[config.mk]
export PLATFORM = sky130hd
export DESIGN_NAME = uart_tx_sched
export DESIGN_NICKNAME = d
export VERILOG_FILES = /design/src/rtl/uart_pkg.sv /design/src/rtl/uart_bps_tick.sv /design/src/rtl/uart_tx_sched.sv
export SDC_FILE = /design/constraint.sdc
export NUM_CORES = 1
export LEC_CHECK = 0
export CAP_MARGIN = 25
export CORE_MARGIN = 1.5
export CORE_UTILIZATION = 45
export DETAILED_ROUTE_END_ITERATION = 16
export MAX_ROUTING_LAYER = met4
export PLACE_DENSITY = 0.69
export SLEW_MARGIN = 10
export SYNTH_ARGS = -nofsm -noshare
export SYNTH_HDL_FRONTEND = slang
export SYNTH_HIERARCHICAL = 1
export SYNTH_SLANG_ARGS = --single-unit
[constraint.sdc]
create_clock -name clk -period 3.1 [get_ports clk]
set_clock_uncertainty 0.05 [all_clocks]
set_input_delay 0.62 -clock clk [delete_from_list [all_inputs] [get_ports clk]]
set_output_delay 0.62 -clock clk [all_outputs]
set_load 0.03 [all_outputs]
[src/rtl/uart_pkg.sv]
// uart_pkg: shared state encoding, default rates and bit-period derivation for the UART TX scheduler.
package uart_pkg;

    typedef enum logic [1:0] {IDLE, START, DATA, STOP} state_t;

    localparam int SYS_RATE_DEF  = 100000000;
    localparam int BAND_RATE_DEF = 921600;

    function automatic int cnt_band(input int sys_rate, input int band_rate);
        return sys_rate / band_rate;
    endfunction

endpackage

[src/rtl/uart_bps_tick.sv]
// uart_bps_tick: bit-period counter, pulses tick on the last cycle of every bit while enabled.
module uart_bps_tick #(
    parameter int CNT_BAND = 108
) (
    input  logic clk,
    input  logic rst,
    input  logic enable,
    input  logic clear,
    output logic tick
);

    logic [13:0] cnt;

    assign tick = enable && cnt == 14'(CNT_BAND - 1);

    always_ff @(posedge clk) begin
        if (!rst || clear || !enable || tick)
            cnt <= '0;
        else
            cnt <= cnt + 14'd1;
    end

endmodule

[src/rtl/uart_tx_sched.sv]
// uart_tx_sched: two-port round-robin byte arbiter feeding a single 8N1 UART transmitter.
module uart_tx_sched
    import uart_pkg::*;
#(
    parameter int SYS_RATE  = SYS_RATE_DEF,
    parameter int BAND_RATE = BAND_RATE_DEF
) (
    input  logic       clk,
    input  logic       rst,
    input  logic       a_valid,
    input  logic [7:0] a_data,
    output logic       a_ready,
    input  logic       b_valid,
    input  logic [7:0] b_data,
    output logic       b_ready,
    output logic       tx,
    output logic       busy,
    output logic       gnt_b,
    output logic       frame_done
);

    localparam int CNT_BAND = cnt_band(SYS_RATE, BAND_RATE);

    state_t     state, state_d;
    logic [7:0] shift, shift_d;
    logic [2:0] idx, idx_d;
    logic       gnt_d, last_grant, last_d;
    logic       idle, sel_b, hs, tick;

    assign idle       = state == IDLE;
    // On a tie the port that did not win last time gets the line.
    assign sel_b      = b_valid && (!a_valid || !last_grant);
    assign a_ready    = rst && idle && a_valid && !sel_b;
    assign b_ready    = rst && idle && sel_b;
    assign hs         = a_ready || b_ready;
    assign busy       = !idle;
    assign frame_done = state == STOP && tick;
    assign tx         = state == START ? 1'b0 : state == DATA ? shift[0] : 1'b1;

    uart_bps_tick #(.CNT_BAND(CNT_BAND)) u_tick (
        .clk    (clk),
        .rst    (rst),
        .enable (busy),
        .clear  (hs),
        .tick   (tick)
    );

    always_ff @(posedge clk) begin
        if (!rst) begin
            state      <= IDLE;
            shift      <= '0;
            idx        <= '0;
            gnt_b      <= 1'b0;
            last_grant <= 1'b1;
        end else begin
            state      <= state_d;
            shift      <= shift_d;
            idx        <= idx_d;
            gnt_b      <= gnt_d;
            last_grant <= last_d;
        end
    end

    always_comb begin
        state_d = state;
        shift_d = shift;
        idx_d   = idx;
        gnt_d   = gnt_b;
        last_d  = last_grant;
        case (state)
            IDLE: if (hs) begin
                state_d = START;
                shift_d = sel_b ? b_data : a_data;
                gnt_d   = sel_b;
                last_d  = sel_b;
            end
            START: if (tick) begin
                state_d = DATA;
                idx_d   = '0;
            end
            DATA: if (tick) begin
                shift_d = shift >> 1;
                idx_d   = idx + 3'd1;
                state_d = idx == 3'd7 ? STOP : DATA;
            end
            STOP: if (tick) state_d = IDLE;
            default: state_d = IDLE;
        endcase
    end

endmodule

==> out/results.md <==
| Result | Reported |
|:---|:---|
| Setup repair after global routing missed its margin | false |
| Depth of the worst register-to-register path | 9 |
| Final worst path period need | 2.84 ns |
| Post-Place Worst Slack | 0.358 ns |
| R2R setup slack | 0.82 ns |
| WHS Path Cells | 1 |
| Filler Cell Count | 340 |
| Synth-to-Final Area Change | 21.1% |
| Area leader, netlist | dfxtp_1 |
| Beginning of the worst hold path | shift[3]$_SDFFE_PN0P_ |
| Final HPWL from detailed placement | 2.32 mm |
| CP Data Arrival Time | 2.17 ns |
| Number of search-and-repair iterations in the first detailed-routing pass | 4 |
| Number of clock sinks | 29 |
| Distinct cell type count after synthesis | 38 |
| Worst-path clk slew | 0.10 ns |
| Antenna violations before repair | 0 |
| Post-synth EDFFs | 0 |
| Number of design rule violations left after detail routing | 0 |
| Number of instances in the synthesized netlist | 181 |
| Final core utilization | 56.8% |
| Total of warnings raised by yosys | 6 |
| Highest Clock Rate | 0.352 GHz |
| Flop and latch count out of synthesis | 29 |
| Tot GR Track Use | 18.5% |
| Highest fanout seen on the critical path | 9 |
| Proportion of synthesized flip-flops having asynchronous set or reset | 0% |
| Worst setup path category | register to output pin |
| Max VDD drop | 0.000237 V |
| Status | finished clean |
| Clock buffers created by TritonCTS | 5 |
| Static Leakage | 0.705 nW |
| Fin Setup TNS | 0 ns |
| Vias per std cell | 5.24 |
| Class of the most critical hold timing path | register to register |
| Buffers on Ports | 25 |
| CP Data Required Time | 2.43 ns |
| Max Transition Viols Final | 0 |
| Worst hold endpoint | shift[3]$_SDFFE_PN0P_ |
| Power density relative to cell area | 577 mW/mm^2 |
| Root buffer cell | clkbuf_4 |
| Number of buffers added to fix hold violations after cts | 0 |
| Number of global-route vias before repair | 1325 |
| Weighted congestion reported at the end of routability-driven placement | 0.825 |
| Largest net degree at the start of global routing | 30 |
| WL final | 3.13 mm |
| Post-Synthesis Cell Area | 0.00158 mm^2 |
| Relative slew slack | 61.8% |
| Final setup slack of the worst path | 0.263 ns |
| Standard-cell rows | 21 |
| Startpoint type of the worst setup path | register |
| Final worst-path cycle share | 91.5% |
| Buffer count from post-CTS setup fixing | 0 |
| Yosys top cell area share | 36.8% |
| I/O pin cnt | 26 |
| Floorplan die height | 62.2 um |
| Slew at the pin closest to its max-slew limit | 0.573 ns |
| Number of H-tree branching levels | 2 |
| Hold Fails Final Rpt | 0 |
| Fraction of final layout cells sized beyond drive strength 1 | 10.5% |
| R2R Path Start | state[0]$_SDFFE_PN0P_ |
| Bufs on Longest Clock Path | 2 |
| Wirelength per Cell | 12.3 um |
| Detailed Route Iter0 Violations | 50 |
| Number of nets in the layout | 236 |
| CTS tree | done |
| DR vias | 1337 |
| Post-DRT Antenna Nets | 0 |
| Final setup violating endpoints | 0 |
| Main synth FF type | dfxtp_1 |
| Syn_area_per_cell | 8.72 um^2 |
| Ant. Diodes | 0 |
| Capturing point of the worst reg2reg path | shift[6]$_SDFFE_PN0P_ |
| Post-cts sizing count | 0 |
| Critical Path End Type | output pin |
| Initial cell density of the core | 46.9% |
| Max-capacitance violation count | 0 |
| Clock latency of the later-clocked register in the worst-skew pair | 0.33 ns |
| Global-route wire length before repair | 5.71 mm |
| Number of nets in the synthesized netlist | 209 |
| Overall power after layout | 1.10 mW |
| Core area | 0.00336 mm^2 |
| Sequential cell area fraction in the yosys report | 36.8% |
| GR Overflow Total | 0 |
| Worst hold slack | 0.419 ns |
| Width of the die | 62.2 um |
| Full die area | 0.00387 mm^2 |
| Top post-synthesis cells by area | dfxtp_1, nor2_1, ha_1 |
==> critical path, stage by stage, from the launching register on <==
cell	delay, ns
dfxtp_1	0.40
inv_1	0.10
ha_1	0.31
inv_1	0.15
nand4_1	0.18
nor3_1	0.25
buf_4	0.18
and2_1	0.13
buf_4	0.15
==> cell type report <==
cell class | count | area [um^2] | area share, %
multi-input combinational | 134 | 910 | 47.6
clock inverter | 3 | 17.5 | 0.916
clock buffer | 5 | 37.5 | 1.96
tap | 46 | 57.6 | 3.01
inverter | 9 | 33.8 | 1.77
sequential | 29 | 581 | 30.4
timing repair buffer | 29 | 275 | 14.4
==> sequential cells by signal, indices dropped and copies added (netlist names) <==
register    cells
gnt_b           1
idx             3
state           2
shift           8
last_grant      1
u_tick/cnt     14
==> synthesized netlist by cell type, types with 2 or more instances <==
cell,instances
nor2_1,33
dfxtp_1,29
inv_1,9
mux2i_1,9
nand2_1,9
xnor2_1,9
a32o_1,8
ha_1,8
nand2b_1,7
nand3_1,7
nor3_1,6
nand4_1,5
a21oi_1,4
clkbuf_1,4
nor2b_1,3
o21ai_0,3
a21boi_0,2
a32oi_1,2
buf_2,2
buf_6,2
mux2_2,2
xor2_1,2
==> kinds of logic after synthesis <==
group	after synthesis	share of synthesized area [%]
AOI/OAI and AO/OA	25	13.3
xor gates and xnor gates	11	6.10
adders and majority gates	8	6.34
buffers and inverters	18	5.63
DFF	29	36.8
muxes	11	7.13
and+or+nand+nor	79	24.7
==> layer usage <==
layer,wire length [um],global-route usage [%],share of wire (%)
met1,1410,20.3,45
met3,97,4.71,3.1
met5,0,-,0
met2,1580,32.6,50
met4,40,6.39,1.3
==> report_power, final <==
part           switching [mW]  internal [mW]  leakage [nW]
Combinational           0.226          0.192         0.438
Clock                   0.140         0.0854        0.0310
Sequential             0.0339          0.427         0.236
==> worst max path at each step <==
stage | endpoint | start
5_1_grt | frame_done | state[0]$_SDFFE_PN0P_
2_1_floorplan | frame_done | state[0]$_SDFFE_PN0P_
4_1_cts | frame_done | state[0]$_SDFFE_PN0P_
3_5_place_dp | a_ready | a_valid
3_3_place_gp | a_ready | a_valid
6_report | frame_done | state[0]$_SDFFE_PN0P_
==> cells in the final DEF (no fill, tap or decap), types with 2 or more instances in the layout <==
master           count
nor2_1              33
dfxtp_1             29
clkdlybuf4s50_1     23
inv_1                9
nand2_1              9
mux2i_1              9
xnor2_1              9
a32o_1               8
ha_1                 8
nand3_1              7
nand2b_1             7
nor3_1               6
buf_4                6
clkbuf_4             5
nand4_1              5
a21oi_1              4
nor2b_1              3
o21ai_0              3
mux2_2               2
a32oi_1              2
clkinv_2             2
xor2_1               2
==> per-stage QoR <==
step / instance area [um^2] / instances
6_report: 1910 / 255
4_1_cts: 1910 / 255
5_1_grt: 1910 / 255
3_3_place_gp: 1860 / 247
2_1_floorplan: 1580 / 181
3_5_place_dp: 1860 / 247
Note: power is estimated with default switching activity, not from simulation.
